<file path="src/rtl/mmio_timer_pkg.sv">
// Shared constants for the MMIO timer/PWM block: register offsets, CTRL bit
// positions and the byte-lane write merge helper.
package mmio_timer_pkg;

  // Global register offsets, relative to BASE
  localparam logic [3:0] OFF_STATUS   = 4'h0;
  localparam logic [3:0] OFF_IRQ_EN   = 4'h4;
  localparam logic [3:0] OFF_PRESCALE = 4'h8;

  // Per-channel register offsets, relative to the channel base
  localparam logic [3:0] OFF_CTRL  = 4'h0;
  localparam logic [3:0] OFF_LOAD  = 4'h4;
  localparam logic [3:0] OFF_COUNT = 4'h8;
  localparam logic [3:0] OFF_DUTY  = 4'hC;

  localparam logic [15:0] CH_STRIDE = 16'h0010;

  localparam int CTRL_EN       = 0;
  localparam int CTRL_PERIODIC = 1;
  localparam int CTRL_PWM_EN   = 2;
  localparam int CTRL_POL      = 3;
  localparam int CTRL_RELOAD   = 4;

  function automatic logic [31:0] be_merge(input logic [31:0] old_val,
                                           input logic [31:0] wr_val,
                                           input logic [3:0]  be);
    logic [31:0] r;
    for (int i = 0; i < 4; i++) begin
      r[8*i +: 8] = be[i] ? wr_val[8*i +: 8] : old_val[8*i +: 8];
    end
    return r;
  endfunction

endpackage

</file>
<file path="src/rtl/mmio_timer_chan.sv">
// One timer/PWM channel: CTRL/LOAD/COUNT/DUTY registers, down-counter with
// periodic/one-shot behaviour, and a free-running PWM comparator.
module mmio_timer_chan
  import mmio_timer_pkg::*;
#(
  parameter int CNT_W = 16,
  parameter int PWM_W = 8
) (
  input  logic             clk,
  input  logic             rst,
  input  logic             tick,
  input  logic             wr_ctrl,
  input  logic             wr_load,
  input  logic             wr_duty,
  input  logic [31:0]      wdata,
  input  logic [3:0]       be,
  output logic [3:0]       ctrl,
  output logic [CNT_W-1:0] load,
  output logic [CNT_W-1:0] count,
  output logic [PWM_W:0]   duty,
  output logic             expire,
  output logic             pwm_out
);

  logic [31:0]      ctrl_wr, load_wr, duty_wr;
  logic             reload, en, periodic, pwm_en, pol;
  logic [PWM_W-1:0] pwm_cnt;
  logic             unused_bits;

  assign ctrl_wr = be_merge(32'(ctrl), wdata, be);
  assign load_wr = be_merge(32'(load), wdata, be);
  assign duty_wr = be_merge(32'(duty), wdata, be);
  assign unused_bits = ^{ctrl_wr, load_wr, duty_wr};

  assign reload   = wr_ctrl && ctrl_wr[CTRL_RELOAD];
  assign en       = ctrl[CTRL_EN];
  assign periodic = ctrl[CTRL_PERIODIC];
  assign pwm_en   = ctrl[CTRL_PWM_EN];
  assign pol      = ctrl[CTRL_POL];

  // A reload in the expiry cycle replaces the expiry entirely.
  assign expire = tick && en && !reload && (count == '0);

  always_ff @(posedge clk or posedge rst) begin
    if (rst) begin
      ctrl    <= '0;
      load    <= '0;
      count   <= '0;
      duty    <= '0;
      pwm_cnt <= '0;
      pwm_out <= 1'b0;
    end else begin
      if (wr_ctrl) ctrl <= ctrl_wr[3:0];
      if (wr_load) load <= load_wr[CNT_W-1:0];
      if (wr_duty) duty <= duty_wr[PWM_W:0];

      // RELOAD samples LOAD before any write landing on the same edge.
      if (reload) begin
        count <= load;
      end else if (tick && en) begin
        if (count != '0)   count <= count - CNT_W'(1);
        else if (periodic) count <= load;
        else               ctrl[CTRL_EN] <= 1'b0;
      end

      if (pwm_en) begin
        pwm_cnt <= pwm_cnt + PWM_W'(1);
        pwm_out <= ({1'b0, pwm_cnt} < duty) ^ pol;
      end else begin
        pwm_cnt <= '0;
        pwm_out <= pol;
      end
    end
  end

endmodule

</file>
<file path="src/rtl/mmio_timer_pwm.sv">
// Multi-channel timer/PWM peripheral: shared prescaler, W1C status with
// per-channel interrupt enables, address decode and read mux.
module mmio_timer_pwm
  import mmio_timer_pkg::*;
#(
  parameter int          N_CH  = 4,
  parameter int          CNT_W = 16,
  parameter int          PWM_W = 8,
  parameter int          PRE_W = 16,
  parameter logic [15:0] BASE  = 16'h0100
) (
  input  logic            clk,
  input  logic            rst,
  input  logic            sel,
  input  logic            we,
  input  logic [3:0]      be,
  input  logic [15:0]     addr,
  input  logic [31:0]     wdata,
  output logic [31:0]     rdata,
  output logic            hit,
  output logic            irq,
  output logic [N_CH-1:0] pwm_out
);

  // Bus: sel qualifies a single-cycle access with no wait states; a write
  // commits at the posedge where sel && we, a read is combinational.
  logic [15:0]     off;
  logic [11:0]     blk;
  logic [3:0]      reg_off;
  logic            glb_hit, ch_hit, wr_en, wr_glb;
  logic [N_CH-1:0] status, irq_en, expire;
  logic [PRE_W-1:0] prescale, pre_cnt;
  logic            tick;
  logic [31:0]     stat_wr, irq_wr, pre_wr;
  logic            unused_bits;

  logic [3:0]       ctrl_a  [N_CH];
  logic [CNT_W-1:0] load_a  [N_CH];
  logic [CNT_W-1:0] count_a [N_CH];
  logic [PWM_W:0]   duty_a  [N_CH];

  // blk 0 is the global page, blk 1..N_CH are the channel pages.
  assign off     = addr - BASE;
  assign blk     = off[15:4];
  assign reg_off = {off[3:2], 2'b00};
  assign glb_hit = sel && (blk == 12'd0) && (reg_off != 4'hC);
  assign ch_hit  = sel && (blk != 12'd0) && (blk <= 12'(N_CH));
  assign wr_en   = sel && we;
  assign wr_glb  = wr_en && glb_hit;

  assign stat_wr = be_merge(32'h0, wdata, be);
  assign irq_wr  = be_merge(32'(irq_en), wdata, be);
  assign pre_wr  = be_merge(32'(prescale), wdata, be);
  assign unused_bits = ^{off[1:0], stat_wr, irq_wr, pre_wr};

  assign tick = (pre_cnt == prescale);
  assign irq  = |(status & irq_en);

  always_ff @(posedge clk or posedge rst) begin
    if (rst) begin
      prescale <= '0;
      pre_cnt  <= '0;
      irq_en   <= '0;
      status   <= '0;
    end else begin
      if (wr_glb && reg_off == OFF_PRESCALE) begin
        prescale <= pre_wr[PRE_W-1:0];
        pre_cnt  <= '0;
      end else if (tick) begin
        pre_cnt <= '0;
      end else begin
        pre_cnt <= pre_cnt + PRE_W'(1);
      end
      if (wr_glb && reg_off == OFF_IRQ_EN) irq_en <= irq_wr[N_CH-1:0];
      // Hardware set is OR-ed after the clear so a racing W1C loses.
      status <= (status & ~((wr_glb && reg_off == OFF_STATUS) ? stat_wr[N_CH-1:0]
                                                                : '0)) | expire;
    end
  end

  for (genvar c = 0; c < N_CH; c++) begin : g_ch
    logic ch_wr;
    assign ch_wr = wr_en && (blk == 12'(c + 1));
    mmio_timer_chan #(.CNT_W(CNT_W), .PWM_W(PWM_W)) u_chan (
      .clk     (clk),
      .rst     (rst),
      .tick    (tick),
      .wr_ctrl (ch_wr && reg_off == OFF_CTRL),
      .wr_load (ch_wr && reg_off == OFF_LOAD),
      .wr_duty (ch_wr && reg_off == OFF_DUTY),
      .wdata   (wdata),
      .be      (be),
      .ctrl    (ctrl_a[c]),
      .load    (load_a[c]),
      .count   (count_a[c]),
      .duty    (duty_a[c]),
      .expire  (expire[c]),
      .pwm_out (pwm_out[c])
    );
  end

  always_comb begin
    rdata = '0;
    hit   = 1'b0;
    if (glb_hit) begin
      hit = 1'b1;
      case (reg_off)
        OFF_STATUS:   rdata = 32'(status);
        OFF_IRQ_EN:   rdata = 32'(irq_en);
        OFF_PRESCALE: rdata = 32'(prescale);
        default:      rdata = '0;
      endcase
    end else if (ch_hit) begin
      hit = 1'b1;
      for (int c = 0; c < N_CH; c++) begin
        if (blk == 12'(c + 1)) begin
          case (reg_off)
            OFF_CTRL:  rdata = 32'(ctrl_a[c]);
            OFF_LOAD:  rdata = 32'(load_a[c]);
            OFF_COUNT: rdata = 32'(count_a[c]);
            default:   rdata = 32'(duty_a[c]);
          endcase
        end
      end
    end
  end

endmodule

</file>
<file path="config.mk">
export PLATFORM = sky130hd
export DESIGN_NAME = mmio_timer_pwm
export DESIGN_NICKNAME = d
export VERILOG_FILES = /design/src/rtl/mmio_timer_pkg.sv /design/src/rtl/mmio_timer_chan.sv /design/src/rtl/mmio_timer_pwm.sv
export SDC_FILE = /design/constraint.sdc
export NUM_CORES = 1
export LEC_CHECK = 0
export CAP_MARGIN = 20
export CORE_MARGIN = 1
export CORE_UTILIZATION = 60
export DETAILED_ROUTE_END_ITERATION = 10
export GPL_TIMING_DRIVEN = 0
export PLACE_DENSITY = 0.85
export SYNTH_ARGS = -nofsm -noshare
export SYNTH_HDL_FRONTEND = slang
export SYNTH_HIERARCHICAL = 1
export SYNTH_SLANG_ARGS = --single-unit
</file>
<file path="constraint.sdc">
create_clock -name clk -period 5.65 [get_ports clk]
set_input_delay 1.13 -clock clk [delete_from_list [all_inputs] [get_ports clk]]
set_output_delay 1.13 -clock clk [all_outputs]
set_load 0.03 [all_outputs]
</file>
==> results.md, run 1 <==
- Synth top area cells: dfrtp_1, mux2_2, ha_1, mux2i_1, mux4_2
- First-pass GRT wire length: around 70 mm
- Final period util: between 90% and 100%
- Worst EP required: between 4 and 5 ns
- Worst Skew: roughly 0.013 ns
- Sink Count: about 260
- Vias: about 13k
- Register area: between 6000 and 7000 um^2
- CP endpoint kind: output port
- Endpoints failing hold: 0
- Antenna-violating nets left: 0
- Clk Latency, worst-skew pair: roughly 0.56 ns
- Vias in the first global route: between 10k and 15k
- Nets: approximately 1.6k
- Die Y: roughly 160 um
- Commonest non-fill, non-tap cell in the layout: dfrtp_1
- Startpoint Class: input pin
- Register area share after synthesis: between 40% and 50%
- Outcome: finished clean
- Vias per std cell: ~6.6
- DP HPWL: ~32 mm
- Root Buffer Master: clkbuf_16
- Crit-path cells: clkdlybuf4s50_1, buf_6, and2b_1, clkbuf_1, a22oi_1, o22ai_1, a21oi_1, o31ai_1, clkdlybuf4s50_1
- Area taken by multi-input logic gates: approximately 8100 um^2
- Port Buf Inserts: 54
- Diode count: 0
- Final setup viols: 0
- DRC Markers: 0
- Antenna violations before repair: 0
- Ys flop type: dfrtp_1
- H-tree levels: 1
- Clock-pin slew on the worst setup and hold paths: 0.06 ns
- Max-Cap Viols: 0
- Top cell type's share of synthesized area: 41.6%
- Drt wl/cell: between 20 and 25 um
- WS Path Type: in -> out
- VDD IR max: around 0.29 mV
- Warnings, synthesis: 6
- Slew @ Worst Pin: 1.17 ns
- CTS buffer count: 29
- RSZ-0062 raised after global routing: no
- Die ar.: approximately 26000 um^2
- Gr usage total: about a third
- Max Clock Freq: about 0.19 GHz
- CTS max path bufs: 3
- Drt first pass iters: 6
- Largest net degree at the start of global routing: 44
- Min Hold Slack: 0.470 ns
- Syn Inst Count: between 1k and 1.5k
- Most common cell on crit path: clkdlybuf4s50_1
- # IOs: 94
- Top cell type by total area after synthesis: dfrtp_1
- Fill cells: around 1.8k
- Mapped Area: about 15000 um^2
- Layout Area Growth over Synthesis: 14.2%
- TritonCTS clock tree: done
- Async set-or-reset flop fraction in the synthesized netlist: 100%
- Starting density of the core: roughly three fifths
- Most frequent cells in the layout: dfrtp_1, mux2_2, nor2_1
- Share of layout cells above drive strength 1: about 22%
- Die span in x: between 150 and 200 um
- 1st-iter DRT viols: roughly 1.5k
- Core area: about 25000 um^2
- P_leak: between 8 and 9 nW
- Min cycle time layout: around 5.4 ns
- Number of register bits inferred by synthesis: 256
- Routability congestion estimate: 1.00
- Post_cts resized: 0
- Max_slew headroom: between 20% and 30%
- Routed WL: roughly 45 mm
- Critical Path Max Stage Delay: between 0.7 and 0.8 ns
- Hold buffer count at cts: 0
- Slowest CP cell: clkdlybuf4s50_1
- Setup bufs post-CTS: 0
- Post-layout util: 69.9%
- Std cell rows: between 50 and 60
- Netlist cell types: 64
- HP Class: reg -> reg
- Crit path DAT: about 4.3 ns
- PwrDens: between 200 and 250 nW/um^2
- Mean post-synth cell area: around 11 um^2
- Final Max Tran Viols: 0
- Sum of negative setup slack: 0 ns
- Critical path fanouts, max: 10
- GR Overflow Total: 0
- EDFF count, synth: 0
## power by group
group	switching (mW)	total [mW]	internal, mW	leakage, nW
logic	0.177	0.252	0.0749	4.11
registers	0.00430	1.84	1.84	3.47
clock network	0.804	2.12	1.32	0.528
total	0.985	4.21	3.23	8.12
## worst max-delay path, delay by kind of cell
family	cells	cell delay, ns
and+or+nand+nor	1	0.17
AOI/OAI and AO/OA	4	0.97
buffers and inverters	4	1.98
## routing by layer
layer | GRT usage [%] | part of all wire (%) | vias to the layer above
met3 | 4.98 | 8.4 | 167
li1 | - | - | 5543
met2 | 54.4 | 46 | 687
met5 | 0 | 0 | -
met1 | 46.9 | 40 | 6229
met4 | 18.3 | 5.7 | 0
## area by class of cell
class / count / share of cell area (%)
inverter: 87 / 1.86
timing repair buffer: 59 / 3.57
clock inverter: 20 / 1.73
clock buffer: 33 / 4.44
multi-input combinational: 1029 / 46.2
buffer: 87 / 3.42
tap: 330 / 2.35
sequential: 256 / 36.4
## kinds of logic (layout without fill, tap and decap cells)
group | count (synthesis) | in the layout | share of synthesized area, %
and+or+nand+nor | 394 | 394 | 14.0
AOI/OAI and AO/OA | 300 | 300 | 14.6
DFF | 256 | 256 | 41.6
xor gates and xnor gates | 58 | 58 | 3.30
muxes | 220 | 220 | 17.1
adders and majority gates | 41 | 41 | 3.33
other | 1 | 16 | 0.0243
buffers and inverters | 174 | 286 | 6.03
## cells in the mapped netlist (28+ instances only)
master	count
o21ai_0	44
nand2_1	63
buf_2	28
xnor2_1	38
dfrtp_1	256
nand3_1	63
a21oi_1	55
nor2_1	87
and2_1	29
inv_1	87
a22oi_1	34
nor3_1	32
mux2_2	138
buf_4	28
ha_1	41
mux2i_1	41
## state kept, by name, summed over array words and instances, names as in the netlist
signal	count
g_ch.u_chan/count	64
g_ch.u_chan/load	64
g_ch.u_chan/duty	36
g_ch.u_chan/pwm_cnt	32
g_ch.u_chan/ctrl	16
pre_cnt	16
prescale	16
g_ch.u_chan/pwm_out	4
irq_en	4
status	4
## path summary, 6_finish.rpt
kind / slack [ns] / end / from / cells past startpoint
setup / recovery: 0.26 / rdata[7] / addr[2] / 9
hold / removal: 0.47 / g_ch[2].u_chan/pwm_cnt[0] / g_ch[2].u_chan/pwm_cnt[0] / 1
setup reg to reg: 2.58 / g_ch[3].u_chan/count[6] / pre_cnt[5] / 9
hold reg to reg: 0.47 / g_ch[2].u_chan/pwm_cnt[0] / g_ch[2].u_chan/pwm_cnt[0] / 1
max in group asynchronous: 3.67 / pre_cnt[12] / rst / 2
min in group asynchronous: 1.22 / g_ch[0].u_chan/count[15] / rst / 2
## per-stage QoR
stage	cell area [um^2]	cells	total power, mW	setup WS [ns]
global placement	16400	1843	2.11	0.342
floorplan	15500	1459	2.00	1.41
detailed placement	16500	1848	2.12	0.335
CTS	17600	1901	4.23	0.326
finish	17600	1901	4.21	0.262
global route	17600	1901	4.31	0.149
Note: power is estimated with default switching activity, not from simulation.
==> inputs of run 2 (changes only) <==
--- a/config.mk
+++ b/config.mk
@@ -11,6 +11,7 @@
 export DETAILED_ROUTE_END_ITERATION = 10
 export GPL_TIMING_DRIVEN = 0
 export PLACE_DENSITY = 0.85
+export SLEW_MARGIN = 20
 export SYNTH_ARGS = -nofsm -noshare
 export SYNTH_HDL_FRONTEND = slang
 export SYNTH_HIERARCHICAL = 1
==> constraint.sdc (replaced) <==
create_clock -name clk -period 5.16 [get_ports clk]
set_input_delay 1.032 -clock clk [delete_from_list [all_inputs] [get_ports clk]]
set_output_delay 1.032 -clock clk [all_outputs]
set_load 0.03 [all_outputs]
==> results.md, run 2 (synthesis gave the netlist of run 1 again) <==
- Outcome: finished clean
- TritonCTS clock tree: done
- VDD IR max: ~0.31 mV
- Worst EP required: approximately 4.1 ns
- Commonest non-fill, non-tap cell in the layout: dfrtp_1
- Slew @ Worst Pin: 1.11 ns
- Max_slew headroom: a little over a quarter
- Root Buffer Master: clkbuf_16
- Int Pwr: roughly 3.5 mW
- Comb pwr share: ~6.0%
- Layout Area Growth over Synthesis: 14.0%
- Vias per std cell: roughly 6.7
- Dpl cell area: between 15000 and 20000 um^2
- Gr usage total: 34.7%
- Routed WL: ~45 mm
- Crit path DAT: ~4 ns
- DRC Markers: 0
- Final setup viols: 0
- CP endpoint kind: output port
- Crit-path cells: clkdlybuf4s50_1, buf_6, and2b_1, buf_2, buf_2, a22oi_1, o21ai_0, a21oi_1, o31ai_1, clkdlybuf4s50_1
- CTS max path bufs: 3
- Sum of negative setup slack: 0 ns
- Final Max Tran Viols: 0
- Die ar.: ~26000 um^2
- P_leak: 8.13 nW
- Drt wl/cell: 23.9 um
- Worst Skew: around 0.012 ns
- Final instance area: around 18000 um^2
- Most frequent cells in the layout: dfrtp_1, mux2_2, nor2_1
- Slowest CP cell: clkdlybuf4s50_1
- Critical Path Max Stage Delay: 0.74 ns
- Min cycle time layout: 5.09 ns
- PwrDens: between 200 and 300 nW/um^2
- Clock-pin slew on the worst setup and hold paths: ~0.060 ns
- Die Y: between 150 and 200 um
- Min Hold Slack: 0.468 ns
- Endpoints failing hold: 0
- Port Buf Inserts: 54
- Startpoint Class: input pin
- Nets: between 1.5k and 2k
- 1st-iter DRT viols: around 1.6k
- Vias: 12.7k
- Antenna-violating nets left: 0
- Routability congestion estimate: 1.00
- Share of layout cells above drive strength 1: approximately 22%
- DP HPWL: approximately 32 mm
- # IOs: 94
- Max Clock Freq: 0.196 GHz
- Max-Cap Viols: 0
- WS Path Type: in -> out
- RSZ-0062 raised after global routing: no
- H-tree levels: 1
- Reg power frac: 44.2%
- Clk Latency, worst-skew pair: roughly 0.56 ns
- Final period util: between 90% and 100%
- Hold buffer count at cts: 0
- Drt first pass iters: 6
- HP Class: reg -> reg
- Vias in the first global route: 12.4k
- Critical path fanouts, max: 10
- Starting density of the core: 61.2%
- Clock power frac: 49.8%
- Final setup margin: 0.0697 ns
- Diode count: 0
- Largest net degree at the start of global routing: 55
- Antenna violations before repair: 0
- Switching share of power: 23.4%
- Buf/Inv on CP: 5
- Biggest regs: g_ch.u_chan/count x64, g_ch.u_chan/load x64, g_ch.u_chan/duty x36
- Die span in x: 162 um
- Top delay family on crit path: buffers and inverters
- Psw: 1.07 mW
- Core area: between 20000 and 30000 um^2
- CTS buffer count: 29
- Std cell rows: 58
- First-pass GRT wire length: between 70 and 80 mm
- Sink Count: around 260
- GR Overflow Total: 0
- Dpl ws: just under 0.02 ns
==> run 2: cell count changes in the layout (fill, tap and decap cells not counted), sizes merged <==
cell           delta
clkinv            +1
inv               -1
dlymetal6s2s      +1
clkinvlp          -1
clkbuf            +3
clkdlybuf4s50     -2
bufinv            -1
buf               +1
==> run 2: final timing paths <==
kind | start | endpoint | slack, ns | cells after the start
max in group asynchronous | rst | g_ch[1].u_chan/duty[4] | 3.26 | 3
min reg2reg | g_ch[2].u_chan/pwm_cnt[0] | g_ch[2].u_chan/pwm_cnt[0] | 0.47 | 1
max reg2reg | pre_cnt[5] | g_ch[1].u_chan/ctrl[0] | 2.47 | 8
min in group asynchronous | rst | pre_cnt[3] | 1.19 | 2
max | addr[2] | rdata[6] | 0.07 | 10
min | g_ch[2].u_chan/pwm_cnt[0] | g_ch[2].u_chan/pwm_cnt[0] | 0.47 | 1
==> run 2: area by class of cell <==
cell class	count	area, um^2
timing repair buffer	59	611
fill	1785	7620
sequential	256	6410
inverter	87	332
clock inverter	18	259
clock buffer	36	802
multi-input combinational	1029	8140
tap	330	413
buffer	87	603
==> run 2: timing repair <==
item                                    in CTS  in global routing
endpoints found under the hold margin        0                  0
buffers inserted                             0                  0
gates resized for setup                      1                  2
endpoints found under the setup margin       1                  2
==> run 2: power groups by stage <==
| stage | Clock [mW] | Sequential [mW] | Combinational, mW |
|---|---|---|---|
| 2_1_floorplan | 0 | 2.05 | 0.141 |
| 3_3_place_gp | 0 | 2.05 | 0.257 |
| 3_5_place_dp | 0 | 2.05 | 0.270 |
| 4_1_cts | 2.29 | 2.01 | 0.272 |
| 5_1_grt | 2.38 | 2.01 | 0.289 |
| 6_report | 2.27 | 2.01 | 0.276 |
==> run 2: through the flow <==
step	cells	utilization, %	power (mW)
3_5_place_dp	1848	65.5	2.32
4_1_cts	1902	69.7	4.58
6_report	1902	69.8	4.56
5_1_grt	1902	69.8	4.68
3_3_place_gp	1843	65.2	2.31
2_1_floorplan	1459	-	2.19
==> run 2: metal layers <==
metal	GRT usage, %	wire, um
met5	0	0
met4	16.5	2380
met3	4.49	3600
met2	54.6	20900
met1	47.6	18400
